File: config.mk
export PLATFORM = sky130hd
export DESIGN_NAME = muldiv_sequencer
export DESIGN_NICKNAME = d
export VERILOG_FILES = /design/src/rtl/muldiv_pkg.sv /design/src/rtl/muldiv_datapath.sv /design/src/rtl/muldiv_sequencer.sv
export SDC_FILE = /design/constraint.sdc
export NUM_CORES = 1
export LEC_CHECK = 0
export ABC_AREA = 1
export ABC_CLOCK_PERIOD_IN_PS = 4300
export BUFFER_PORTS_ARGS = -buffer_cell sky130_fd_sc_hd__clkbuf_2
export CORE_MARGIN = 10
export CORE_UTILIZATION = 40
export DETAILED_ROUTE_END_ITERATION = 7
export GPL_TIMING_DRIVEN = 0
export MAX_ROUTING_LAYER = met4
export SLEW_MARGIN = 20
export SYNTH_ARGS = -nofsm -noshare
export SYNTH_HDL_FRONTEND = slang
export SYNTH_SLANG_ARGS = --single-unit
File: constraint.sdc
create_clock -name Clk -period 4.3 [get_ports Clk]
set_input_delay 0 -clock Clk [delete_from_list [all_inputs] [get_ports Clk]]
set_output_delay 0 -clock Clk [all_outputs]
set_load 0.05 [all_outputs]
File: src/rtl/muldiv_pkg.sv
// Shared definitions for the multiply/divide sequencer: state encoding,
// operation codes and the default operand width.
package muldiv_pkg;

    localparam int DEFAULT_WIDTH = 32;

    localparam logic OP_MULT = 1'b0;
    localparam logic OP_DIV  = 1'b1;

    typedef enum logic [2:0] {
        IDLE,
        MULT,
        DIV,
        WRITE,
        DZERO
    } stateT;

endpackage

File: src/rtl/muldiv_datapath.sv
// Arithmetic core of the sequencer: radix-2 Booth multiplier and restoring
// divider sharing one iteration counter. Executes one step per stepEn and
// presents sign-corrected HI/LO results for the operation last loaded.
module muldiv_datapath
    import muldiv_pkg::*;
#(
    parameter int WIDTH = DEFAULT_WIDTH
) (
    input  logic             Clk,
    input  logic             Reset,
    input  logic             loadMul,
    input  logic             loadDiv,
    input  logic             stepEn,
    input  logic [WIDTH-1:0] A,
    input  logic [WIDTH-1:0] B,
    output logic             lastStep,
    output logic [WIDTH-1:0] hiResult,
    output logic [WIDTH-1:0] loResult
);

    // The upper half carries one guard bit so that subtracting the most
    // negative multiplicand cannot overflow before the arithmetic shift.
    localparam int AW = 2 * WIDTH + 2;
    localparam int CW = $clog2(WIDTH);

    logic [AW-1:0]    accReg;
    logic [WIDTH-1:0] mcandReg;
    logic [WIDTH-1:0] divisorReg;
    logic [WIDTH-1:0] remReg;
    logic [WIDTH-1:0] quoReg;
    logic [CW-1:0]    countReg;
    logic             isDivReg;
    logic             qSignReg;
    logic             rSignReg;

    logic [WIDTH-1:0] aMag;
    logic [WIDTH-1:0] bMag;
    logic [WIDTH:0]   upper;
    logic [WIDTH:0]   aExt;
    logic [WIDTH:0]   upperSum;
    logic [AW-1:0]    boothNext;
    logic [WIDTH:0]   shifted;
    logic [WIDTH:0]   divExt;
    logic [WIDTH:0]   diff;
    logic             fits;
    logic [WIDTH-1:0] remNext;
    logic [WIDTH-1:0] quoNext;

    // Magnitudes for the divider; the most negative value maps to 2^(WIDTH-1)
    // which is still representable as an unsigned WIDTH-bit number.
    assign aMag = A[WIDTH-1] ? -A : A;
    assign bMag = B[WIDTH-1] ? -B : B;

    // One Booth step: add/subtract the multiplicand by the low bit pair, then shift right arithmetically
    always_comb begin
        upper    = accReg[AW-1:WIDTH+1];
        aExt     = {mcandReg[WIDTH-1], mcandReg};
        upperSum = upper;
        case (accReg[1:0])
            2'b01:   upperSum = upper + aExt;
            2'b10:   upperSum = upper - aExt;
            default: upperSum = upper;
        endcase
        boothNext = {upperSum[WIDTH], upperSum, accReg[WIDTH:1]};
    end

    // One restoring step: shift {rem, quo} left and keep the trial subtraction when it fits
    always_comb begin
        shifted = {remReg, quoReg[WIDTH-1]};
        divExt  = {1'b0, divisorReg};
        diff    = shifted - divExt;
        fits    = (shifted >= divExt);
        remNext = fits ? diff[WIDTH-1:0] : shifted[WIDTH-1:0];
        quoNext = {quoReg[WIDTH-2:0], fits};
    end

    // Operand latch on load, one iteration per enabled cycle
    always_ff @(posedge Clk) begin
        if (Reset) begin
            accReg     <= '0;
            mcandReg   <= '0;
            divisorReg <= '0;
            remReg     <= '0;
            quoReg     <= '0;
            countReg   <= '0;
            isDivReg   <= 1'b0;
            qSignReg   <= 1'b0;
            rSignReg   <= 1'b0;
        end else if (loadMul) begin
            mcandReg <= A;
            accReg   <= {{(WIDTH + 1){1'b0}}, B, 1'b0};
            countReg <= '0;
            isDivReg <= 1'b0;
            qSignReg <= 1'b0;
            rSignReg <= 1'b0;
        end else if (loadDiv) begin
            quoReg     <= aMag;
            divisorReg <= bMag;
            remReg     <= '0;
            qSignReg   <= A[WIDTH-1] ^ B[WIDTH-1];
            rSignReg   <= A[WIDTH-1];
            countReg   <= '0;
            isDivReg   <= 1'b1;
        end else if (stepEn) begin
            countReg <= countReg + CW'(1);
            if (isDivReg) begin
                remReg <= remNext;
                quoReg <= quoNext;
            end else begin
                accReg <= boothNext;
            end
        end
    end

    assign lastStep = (countReg == CW'(WIDTH - 1));

    // Quotient takes the XOR of operand signs, remainder follows the dividend
    assign hiResult = isDivReg ? (rSignReg ? -remReg : remReg) : accReg[2*WIDTH:WIDTH+1];
    assign loResult = isDivReg ? (qSignReg ? -quoReg : quoReg) : accReg[WIDTH:1];

endmodule

File: src/rtl/muldiv_sequencer.sv
// Multicycle MULT/DIV sequencer: accepts one request in IDLE, runs WIDTH
// iterations in the datapath, then issues a one-cycle completion (with HI/LO
// load strobes) or a one-cycle divide-by-zero indication.
module muldiv_sequencer
    import muldiv_pkg::*;
#(
    parameter int WIDTH = DEFAULT_WIDTH
) (
    input  logic             Clk,
    input  logic             Reset,
    input  logic             Start,
    input  logic             Op,
    input  logic [WIDTH-1:0] A,
    input  logic [WIDTH-1:0] B,
    output logic             Busy,
    output logic             Done,
    output logic             DivZero,
    output logic [WIDTH-1:0] HighOut,
    output logic [WIDTH-1:0] LowOut,
    output logic             RegHighW,
    output logic             RegLowW
);

    stateT stateReg;
    logic  busyReg;
    logic  doneReg;
    logic  divZeroReg;
    logic  regHighWReg;
    logic  regLowWReg;

    logic             loadMul;
    logic             loadDiv;
    logic             stepEn;
    logic             lastStep;
    logic             divisorZero;
    logic [WIDTH-1:0] hiResult;
    logic [WIDTH-1:0] loResult;

    assign divisorZero = (B == '0);
    assign loadMul     = (stateReg == IDLE) && Start && (Op == OP_MULT);
    assign loadDiv     = (stateReg == IDLE) && Start && (Op == OP_DIV) && !divisorZero;
    assign stepEn      = (stateReg == MULT) || (stateReg == DIV);

    muldiv_datapath #(
        .WIDTH(WIDTH)
    ) datapath (
        .Clk     (Clk),
        .Reset   (Reset),
        .loadMul (loadMul),
        .loadDiv (loadDiv),
        .stepEn  (stepEn),
        .A       (A),
        .B       (B),
        .lastStep(lastStep),
        .hiResult(hiResult),
        .loResult(loResult)
    );

    // Control FSM; strobes are registered so they line up with the state they describe
    always_ff @(posedge Clk) begin
        if (Reset) begin
            stateReg    <= IDLE;
            busyReg     <= 1'b0;
            doneReg     <= 1'b0;
            divZeroReg  <= 1'b0;
            regHighWReg <= 1'b0;
            regLowWReg  <= 1'b0;
        end else begin
            doneReg     <= 1'b0;
            divZeroReg  <= 1'b0;
            regHighWReg <= 1'b0;
            regLowWReg  <= 1'b0;
            unique case (stateReg)
                IDLE: begin
                    if (Start) begin
                        busyReg <= 1'b1;
                        if (Op == OP_MULT) begin
                            stateReg <= MULT;
                        end else if (!divisorZero) begin
                            stateReg <= DIV;
                        end else begin
                            stateReg   <= DZERO;
                            doneReg    <= 1'b1;
                            divZeroReg <= 1'b1;
                        end
                    end
                end
                MULT, DIV: begin
                    if (lastStep) begin
                        stateReg    <= WRITE;
                        doneReg     <= 1'b1;
                        regHighWReg <= 1'b1;
                        regLowWReg  <= 1'b1;
                    end
                end
                WRITE, DZERO: begin
                    stateReg <= IDLE;
                    busyReg  <= 1'b0;
                end
                default: begin
                    stateReg <= IDLE;
                    busyReg  <= 1'b0;
                end
            endcase
        end
    end

    assign Busy     = busyReg;
    assign Done     = doneReg;
    assign DivZero  = divZeroReg;
    assign RegHighW = regHighWReg;
    assign RegLowW  = regLowWReg;

    // Results are only driven during the write-back cycle
    assign HighOut = (stateReg == WRITE) ? hiResult : '0;
    assign LowOut  = (stateReg == WRITE) ? loResult : '0;

endmodule

==> results.py, run 1 <==
metrics = {
    "clocking": {
        "cts_tree": "done",
        "clockBufferDepth": 3,
        "clk_pin_slew_worst_paths_ns": 0.06,
        "root_buffer": "clkbuf_16",
        "clk_latency_ns": 0.59,
        "htreeDepth": 1,
        "cts.sinks": 208,
        "cts_made_buffers": 26,
        "post_cts_buffers": 0,
    },
    "grt": {
        "grt_pass1_wl_um": 121000,
        "grt_pass1_vias": 20200,
        "track_usage_pct": 28.5,
        "gr-total-overflow": 0,
        "antenna_found_initial": 3,
        "grt_max_degree": 15,
    },
    "critical_path": {
        "worstSetupPathType": "flip-flop to flip-flop",
        "cpPeakStageDelay_ns": 0.50,
        "setup.worst_path.start_class": "flip-flop",
        "crit_required_ns": 4.75,
        "path_cells": "ha_1, clkbuf_1, inv_1, clkbuf_1, clkbuf_2, o31ai_1, xor2_1, inv_1, ha_1, nand2_1, inv_1, a21oi_1, nand2_1, nand2_1, nand2_1, xnor2_1, o21ai_0, o21bai_1, inv_1",
        "rr_worst_depth": 19,
        "path_delay_family": "buffers and inverters",
        "crit_cells": 19,
        "crit_slowest_cell": "dfxtp_1",
        "critPathArrivalTime_ns": 4.30,
        "rrSetupSlack_ns": 0.45,
        "r2r-end": "datapath.accReg[48]",
        "crit_buf_inv": 7,
        "r2r-start": "datapath.accReg[1]",
        "cp_max_fo": 10,
        "cp-end-kind": "flip-flop",
    },
    "finish": {
        "fillers": 4904,
        "syn_to_final_growth_pct": 16.3,
        "postLayoutCellArea_sq_um": 21500,
        "regArea_sq_um": 4160,
        "final_core_utilization_pct": 47.2,
        "drive_above_1_share_pct": 8.22,
        "multi_input_area_sq_um": 12000,
        "final_nets": 3553,
    },
    "logic_synthesis": {
        "synth_ff_type": "dfxtp_1",
        "ys_warn_count": 0,
        "syn_area_sq_um": 18500,
        "synth-edff-count": 0,
        "ys_types": 54,
        "syn_area_per_cell_sq_um": 5.83,
        "async_flop_share_pct": 0,
        "syn-num-nets": 3321,
        "synthCells": 3179,
        "ys_ff_latch": 208,
        "ys_seq_area_share_pct": 22.5,
    },
    "floorplanning": {
        "die_h_um": 235,
        "die_w_um": 235,
        "die_area_sq_um": 55300,
        "io_pins": 137,
        "rows": 78,
        "start_util_pct": 40.6,
        "core_area_sq_um": 45600,
    },
    "power_and_ir_drop": {
        "clockPowerShare_pct": 18.9,
        "netSwitchingPower_mw": 6.35,
        "p_int_mw": 5.83,
        "power_frac_seq_pct": 22.5,
        "comb_power_share_pct": 58.6,
        "p_per_area_nw_per_um2": 566,
        "worst_ir_drop_vdd_uv": 331,
        "power_leakage_nw": 10.6,
        "p_sw_share_pct": 52.1,
    },
    "timing": {
        "finalCriticalPeriod_ns": 3.85,
        "tightest_slew_ns": 0.931,
        "hold_ws_ns": 0.0665,
        "rsz0062_at_grt": "no",
        "max_freq_ghz": 0.259,
        "hold_viol": 0,
        "setup-tns-final_ns": 0,
        "drv_slew": 0,
        "maxSlewHeadroom_pct": 37.9,
        "setup_viol_count_final": 0,
        "fin_skew_ns": 0.0418,
        "period_share_pct": 89.6,
    },
    "hold_path": {
        "min_from": "A[31]",
        "hold_class": "input pin to flip-flop",
        "hold_depth": 4,
        "min_to": "datapath.mcandReg[31]",
    },
    "detailed_routing": {
        "vias": 21800,
        "ant_nets": 0,
        "wire_per_inst_um": 20.1,
        "drtIter0Drc": 2160,
        "vias_per_cell": 5.41,
        "wl_um": 81100,
        "dr.pass1.iters": 6,
        "drc": 0,
    },
    "place": {
        "dp_hpwl_um": 67300,
        "port-buffer-count": 136,
        "gp_congestion": 1.01,
        "dpl_cell_area_sq_um": 20000,
    },
    "job": {
        "cap_violations": 0,
    },
    "status": {
        "status": "finished, final reports clean",
    },
}
[what timing repair did]
item,in CTS,in global routing
hold buffers,68,0
setup endpoints to repair,0,3
resized for setup,0,2
endpoints found under the hold margin,127,0
[worst max path at each step]
stage                       start                  end  slack, ns
2_1_floorplan  datapath.accReg[0]  datapath.accReg[41]       1.32
3_3_place_gp   datapath.accReg[1]  datapath.accReg[60]       0.48
3_5_place_dp   datapath.accReg[1]  datapath.accReg[52]       0.44
4_1_cts        datapath.accReg[1]  datapath.accReg[48]       0.38
5_1_grt        datapath.accReg[1]  datapath.accReg[62]       0.07
6_report       datapath.accReg[1]  datapath.accReg[48]       0.45
[per-layer routing]
metal / vias to the layer above / GRT usage, % / part of all wire [%]
met1: 10100 / 38.1 / 46
met2: 904 / 42.9 / 43
met3: 126 / 6.19 / 8.7
li1: 10700 / - / -
met4: 0 / 7.02 / 2.5
met5: - / - / 0
[cells in the final DEF (no fill, tap or decap), types with 6 or more instances in the layout]
master / netlist / routed
xor2_1: 84 / 84
nand2_1: 875 / 875
o21bai_1: 13 / 13
nor2_1: 304 / 304
a22oi_1: 22 / 22
a21oi_1: 268 / 268
a211oi_1: 7 / 7
buf_4: 8 / 8
nand4_1: 31 / 31
inv_1: 470 / 470
o21ai_1: 10 / 10
clkbuf_16: 0 / 26
clkbuf_2: 0 / 137
o211ai_1: 33 / 33
nor4_1: 13 / 13
xnor2_1: 25 / 25
nor2_4: 6 / 6
ha_1: 72 / 72
nor2_2: 13 / 13
clkbuf_1: 77 / 82
nor3_1: 27 / 27
or2_2: 8 / 8
dfxtp_1: 208 / 208
buf_6: 6 / 6
nand3b_1: 9 / 9
nand2_2: 11 / 11
and2_1: 6 / 6
buf_1: 8 / 8
nand3_1: 240 / 240
clkbuf_8: 0 / 7
a31oi_1: 37 / 37
o21ai_0: 212 / 212
dlygate4sd3_1: 0 / 68
inv_2: 10 / 10
buf_2: 17 / 17
[cell type report]
class                           count  share of cell area [%]
Inverter                          481                    8.38
Sequential cell                   208                    19.3
Tap cell                          600                    3.49
Multi-Input combinational cell   2371                    55.7
Buffer                            119                    2.65
Antenna cell                        3                  0.0349
Clock inverter                      7                   0.558
Timing Repair Buffer              204                    6.32
Clock buffer                       39                    3.57
[cells in the mapped netlist (25+ instances only)]
master | number | area [sq um]
o21ai_0 | 212 | 1060
nor3_1 | 27 | 135
nand2_1 | 875 | 3280
inv_1 | 470 | 1760
a21oi_1 | 268 | 1340
nand3_1 | 240 | 1200
o211ai_1 | 33 | 248
ha_1 | 72 | 901
xor2_1 | 84 | 736
xnor2_1 | 25 | 219
dfxtp_1 | 208 | 4160
nor2_1 | 304 | 1140
a31oi_1 | 37 | 231
nand4_1 | 31 | 194
clkbuf_1 | 77 | 289
[worst reg2reg max path, delay by kind of cell (launching register included)]
family / cells / cell delay [ns]
AOI/OAI and AO/OA: 4 / 0.51
adders and majority gates: 2 / 0.57
xor gates and xnor gates: 2 / 0.49
and+or+nand+nor: 4 / 0.53
DFF: 1 / 0.50
buffers and inverters: 7 / 1.11
[logic make-up after synthesis]
kind of cell	after synthesis	share of synthesized area, %
AO/OA/AOI/OAI	629	18.8
XOR/XNOR	109	5.15
adder cells (fa/ha/maj)	74	5.08
buffers and inverters	600	12.8
flip-flops	208	22.5
AND/OR/NAND/NOR	1559	35.6
[sequential cells by signal (all words and copies together) (netlist names), 3 cells and up]
name                 flops
stateReg                 3
datapath.divisorReg     32
datapath.quoReg         32
datapath.accReg         65
datapath.countReg        5
datapath.remReg         32
datapath.mcandReg       32
[power groups by stage]
| stage | clock network [mW] | logic (mW) | registers (mW) |
|---|---|---|---|
| after floorplan | 0 | 4.93 | 2.56 |
| after CTS | 2.32 | 7.00 | 2.73 |
| final | 2.31 | 7.13 | 2.74 |
| after global routing | 2.39 | 7.89 | 2.77 |
| after global placement | 0 | 6.88 | 2.76 |
| after detailed placement | 0 | 6.92 | 2.76 |
[through the flow]
stage,instances,setup WS (ns),power (mW)
after floorplan,3179,1.32,7.49
after global placement,3915,0.484,9.63
after detailed placement,3915,0.437,9.68
after CTS,4029,0.385,12.1
after global routing,4032,0.0744,13.0
final,4032,0.445,12.2
(Power assumes the default switching activity.)
==> run 2, diff against run 1 <==
--- a/config.mk
+++ b/config.mk
@@ -6,7 +6,7 @@
 export NUM_CORES = 1
 export LEC_CHECK = 0
 export ABC_AREA = 1
-export ABC_CLOCK_PERIOD_IN_PS = 4300
+export ABC_CLOCK_PERIOD_IN_PS = 3890
 export BUFFER_PORTS_ARGS = -buffer_cell sky130_fd_sc_hd__clkbuf_2
 export CORE_MARGIN = 10
 export CORE_UTILIZATION = 40
==> constraint.sdc (replaced) <==
create_clock -name Clk -period 3.89 [get_ports Clk]
set_input_delay 0 -clock Clk [delete_from_list [all_inputs] [get_ports Clk]]
set_output_delay 0 -clock Clk [all_outputs]
set_load 0.05 [all_outputs]
==> run 2 against run 1 <==
  * Register-to-register slack lost 0.09 ns
  * Sequential cell count is the same
  * Setup slack lost 0.091 ns
  * Critical path depth shrank 13
  * Clock-buffer cell count is the same
  * Via count grew 0.11%
  * Cell count is essentially flat
  * Sequential power grew 11%
  * Utilization grew 0.082 points
  * Non-clock buffer count shrank 2
  * Largest power group unchanged
==> results.py, run 2 (synthesized netlist as in run 1, its figures left out) <==
metrics = {
    "clocking": {
        "clk_pin_slew_worst_paths_ns": 0.06,
        "clk_latency_ns": 0.59,
        "root_buffer": "clkbuf_16",
        "post_cts_buffers": 0,
        "clockBufferDepth": 3,
        "cts_made_buffers": 26,
        "cts_tree": "done",
        "htreeDepth": 1,
        "cts.sinks": 208,
    },
    "detailed_routing": {
        "drtIter0Drc": 2245,
        "dr.pass1.iters": 7,
        "wl_um": 81100,
        "route.met3.wl_um": 7200,
        "vias_per_cell": 5.42,
        "wire_per_inst_um": 20.1,
        "top_layer": "met4",
        "vias": 21800,
        "ant_nets": 0,
        "wirelength_met1_um": 36800,
        "drc": 0,
        "dr_wl_met2_um": 34900,
    },
    "status": {
        "status": "finished, final reports clean",
    },
    "critical_path": {
        "setup.worst_path.start_class": "flip-flop",
        "worstSetupPathType": "flip-flop to output port",
        "cp-end-kind": "output port",
        "critPathArrivalTime_ns": 3.54,
        "rr_worst_depth": 24,
        "crit_required_ns": 3.89,
        "cp_max_fo": 10,
    },
    "timing": {
        "drv_slew": 0,
        "setup_viol_count_final": 0,
        "finalCriticalPeriod_ns": 3.54,
        "max_freq_ghz": 0.283,
        "hold_ws_ns": 0.0838,
        "setup-tns-final_ns": 0,
        "maxSlewHeadroom_pct": 38.3,
        "period_share_pct": 90.9,
        "fin_ws_ns": 0.355,
        "rsz0062_at_grt": "no",
        "fin_skew_ns": 0.0391,
        "hold_viol": 0,
        "tightest_slew_ns": 0.925,
    },
    "finish": {
        "final_nets": 3551,
        "largest_register_ffs": 65,
        "final_common_cell": "nand2_1",
        "largest_register": "datapath.accReg",
        "syn_to_final_growth_pct": 16.5,
        "fillers": 4901,
        "final_core_utilization_pct": 47.3,
        "drive_above_1_share_pct": 8.49,
        "layout_common_cells": "nand2_1 (875), inv_1 (470), nor2_1 (301)",
    },
    "hold_path": {
        "hold_class": "input pin to flip-flop",
        "hold_depth": 4,
    },
    "place": {
        "dp_hpwl_um": 67300,
        "gp_congestion": 1.01,
        "port-buffer-count": 136,
        "pre_cts_slack_ns": 0.0270,
    },
    "power_and_ir_drop": {
        "worst_ir_drop_vdd_uv": 366,
        "netSwitchingPower_mw": 7.02,
        "p_total_mw": 13.5,
        "p_sw_share_pct": 52.1,
        "p_int_mw": 6.45,
        "clockPowerShare_pct": 18.9,
        "p_per_area_nw_per_um2": 625,
        "comb_power_share_pct": 58.7,
        "power_frac_seq_pct": 22.5,
        "power_leakage_nw": 10.6,
    },
    "floorplanning": {
        "die_h_um": 235,
        "start_util_pct": 40.6,
        "rows": 78,
        "die_area_sq_um": 55300,
        "die_w_um": 235,
        "core_area_sq_um": 45600,
        "io_pins": 137,
    },
    "grt": {
        "grt_pass1_wl_um": 121000,
        "gr-total-overflow": 0,
        "antenna_found_initial": 2,
        "track_usage_pct": 28.5,
        "grt_pass1_vias": 20200,
        "grt_max_degree": 15,
    },
    "job": {
        "cap_violations": 0,
    },
}
-- run 2: path summary, 6_finish.rpt --
kind | start | slack (ns) | endpoint
hold / removal | A[31] | 0.08 | datapath.mcandReg[31]
setup / recovery | stateReg[0] | 0.35 | HighOut[27]
hold reg to reg | datapath.accReg[0] | 0.46 | datapath.accReg[0]
setup reg to reg | datapath.mcandReg[0] | 0.36 | datapath.accReg[60]
-- run 2: per-layer routing --
metal	global-route usage (%)	up-vias
met1	38.1	10000
met4	7.02	0
met5	-	-
met2	42.9	920
li1	-	10700
met3	6.19	136
-- run 2: power by group through the flow --
stage                     clock [mW]  combinational [mW]  sequential [mW]
after floorplan                    0                5.45             2.83
after global placement             0                7.60             3.05
after detailed placement           0                7.65             3.06
after CTS                       2.57                7.74             3.02
after global routing            2.64                8.74             3.06
final                           2.54                7.91             3.03
-- run 2: cell type report --
cell class / count / area [sq um] / share of cell area [%]
diodes: 2 / 5.00 / 0.0232
clock buffers: 39 / 769 / 3.57
inverters: 481 / 1810 / 8.37
flip-flops and latches: 208 / 4160 / 19.3
clock inverters: 7 / 120 / 0.557
multi-input cells: 2371 / 12000 / 55.8
repair buffers: 204 / 1360 / 6.31
plain buffers: 117 / 563 / 2.61
well taps: 600 / 751 / 3.48
-- run 2: metrics by stage --
step                      instance area (sq um)  instances
after global placement                    20000       3915
after global routing                      21600       4029
after CTS                                 21500       4029
after detailed placement                  20000       3915
after floorplan                           18500       3179
final                                     21600       4029
-- run 2: critical path, stage by stage, from the launching register on --
cell and delay [ns]:
dfxtp_1 0.41, nand2_1 0.16, nor2_2 0.53, clkbuf_1 0.57
o21ai_0 0.39, a31oi_1 0.50, clkbuf_2 0.38
-- run 2: repair_timing --
item                                    in CTS  in global routing
endpoints found under the setup margin       3                 23
endpoints found under the hold margin      127                  0
resized for setup                            1                 10
pin swaps                                    0                  1
hold buffers                                68                  0
==> run 3, diff against run 2 <==
--- a/config.mk
+++ b/config.mk
@@ -10,7 +10,9 @@
 export BUFFER_PORTS_ARGS = -buffer_cell sky130_fd_sc_hd__clkbuf_2
 export CORE_MARGIN = 10
 export CORE_UTILIZATION = 40
+export CTS_BUF_LIST = sky130_fd_sc_hd__clkbuf_4
 export DETAILED_ROUTE_END_ITERATION = 7
+export GPL_ROUTABILITY_DRIVEN = 1
 export GPL_TIMING_DRIVEN = 0
 export MAX_ROUTING_LAYER = met4
 export SLEW_MARGIN = 20
==> run 3 against run 2 <==
  * Sequential share of layout area fell by 0.054 points
  * Routed wire length rose by 1.1%
  * Setup slack got worse by 0.19 ns
  * Critical path type unchanged
==> results.py, run 3 (synthesized netlist as in run 1, its figures left out) <==
metrics = {
    "grt": {
        "gr-total-overflow": 0,
        "track_usage_pct": 28.9,
        "grt_max_degree": 20,
        "grt_pass1_wl_um": 123000,
        "grt_pass1_vias": 20800,
        "antenna_found_initial": 2,
    },
    "timing": {
        "period_share_pct": 95.7,
        "maxSlewHeadroom_pct": 41.2,
        "setup-tns-final_ns": 0,
        "setup_viol_count_final": 0,
        "drv_slew": 0,
        "hold_viol": 0,
        "rsz0062_at_grt": "no",
        "max_freq_ghz": 0.269,
        "fin_skew_ns": 0.104,
        "tightest_slew_ns": 0.882,
        "finalCriticalPeriod_ns": 3.72,
    },
    "hold_path": {
        "hold_class": "input pin to flip-flop",
    },
    "clocking": {
        "root_buffer": "clkbuf_4",
        "clockBufferDepth": 3,
        "clk_latency_ns": 0.85,
        "htreeDepth": 2,
        "cts_tree": "done",
        "cts_made_buffers": 58,
        "cts.sinks": 208,
        "post_cts_buffers": 0,
        "clk_pin_slew_worst_paths_ns": 0.07,
    },
    "finish": {
        "largest_register_ffs": 65,
        "postLayoutCellArea_sq_um": 21600,
        "syn_to_final_growth_pct": 16.8,
        "regArea_sq_um": 4160,
        "drive_above_1_share_pct": 9.67,
        "layout_common_cells": "nand2_1 (875), inv_1 (470), nor2_1 (302)",
        "multi_input_area_sq_um": 12000,
        "largest_register": "datapath.accReg",
        "final_common_cell": "nand2_1",
        "final_core_utilization_pct": 47.5,
        "fillers": 4915,
        "final_nets": 3607,
    },
    "critical_path": {
        "crit_slowest_cell": "clkbuf_1",
        "crit_buf_inv": 2,
        "worstSetupPathType": "flip-flop to output port",
        "path_cells": "nand2_1, nor2_2, clkbuf_1, o21ai_0, a31oi_1, clkbuf_2",
        "cpPeakStageDelay_ns": 0.57,
        "cp-end-kind": "output port",
        "rrSetupSlack_ns": 0.35,
        "cp_max_fo": 10,
        "critPathArrivalTime_ns": 3.72,
        "crit_required_ns": 3.89,
        "path_delay_family": "buffers and inverters",
        "setup.worst_path.start_class": "flip-flop",
    },
    "floorplanning": {
        "io_pins": 137,
        "die_area_sq_um": 55300,
        "die_h_um": 235,
        "start_util_pct": 40.6,
        "die_w_um": 235,
        "core_area_sq_um": 45600,
        "rows": 78,
    },
    "detailed_routing": {
        "vias": 22300,
        "ant_nets": 0,
        "dr.pass1.iters": 7,
        "wl_um": 82000,
        "wire_per_inst_um": 20.0,
        "drc": 0,
        "vias_per_cell": 5.42,
        "drtIter0Drc": 2321,
    },
    "place": {
        "dpl_cell_area_sq_um": 20000,
        "gp_congestion": 1.01,
        "port-buffer-count": 136,
        "dp_hpwl_um": 67300,
    },
    "power_and_ir_drop": {
        "p_total_mw": 13.0,
        "p_per_area_nw_per_um2": 601,
        "worst_ir_drop_vdd_uv": 355,
        "power_leakage_nw": 10.7,
    },
    "status": {
        "status": "finished, final reports clean",
    },
    "job": {
        "cap_violations": 0,
    },
}
run 3: changes by cell type in the layout (fill, tap and decap cells not counted), sizes merged:
cell         delta
bufinv          -2
clkbuf         +43
dlygate4sd3    +24
clkinvlp        -1
clkinv         +14
run 3: timing repair:
action / 4_1_cts / 5_1_grt
endpoints found under the setup margin: 5 / 22
resized for setup: 1 / 10
hold buffers: 92 / 0
endpoints found under the hold margin: 140 / 0
run 3: final timing paths:
kind                           start                  end  depth (start not counted)
setup / recovery         stateReg[0]          HighOut[27]                          6
hold / removal                  B[8]   datapath.accReg[9]                          4
hold reg to reg   datapath.accReg[0]   datapath.accReg[0]                          2
setup reg to reg  datapath.accReg[1]  datapath.accReg[58]                         16
run 3: per-layer routing:
metal | GRT usage [%] | part of all wire, %
met5 | - | 0
met4 | 7.12 | 2.3
met3 | 4.88 | 8.5
met2 | 43.9 | 44
met1 | 39.0 | 46
run 3: through the flow:
stage	hold slack, ns	cells	worst slack [ns]
after global placement	0.312	3915	0.0737
after global routing	0.0736	4106	0.0168
final	0.0376	4107	0.169
after detailed placement	0.317	3915	0.0270
after floorplan	0.0863	3179	0.912
after CTS	0.00467	4107	0.0368
run 3: final cells by class:
class / count / share of cell area [%]
multi-input combinational: 2371 / 55.6
clock inverter: 18 / 0.434
sequential: 208 / 19.3
antenna: 2 / 0.0231
inverter: 481 / 8.35
tap: 600 / 3.47
timing repair buffer: 228 / 7.40
clock buffer: 82 / 2.85
buffer: 117 / 2.60
run 3: worst min-delay path: stages:
cell	delay [ns]
dlygate4sd3_1	0.52
clkbuf_2	0.12
a22oi_1	0.06
a21oi_1	0.12
run 3: report_power, final:
part | leakage [nW] | switching (mW) | internal (mW)
logic | 8.60 | 5.51 | 2.45
clock network | 0.424 | 1.04 | 0.976
registers | 1.70 | 0.500 | 2.53
total | 10.7 | 7.05 | 5.96
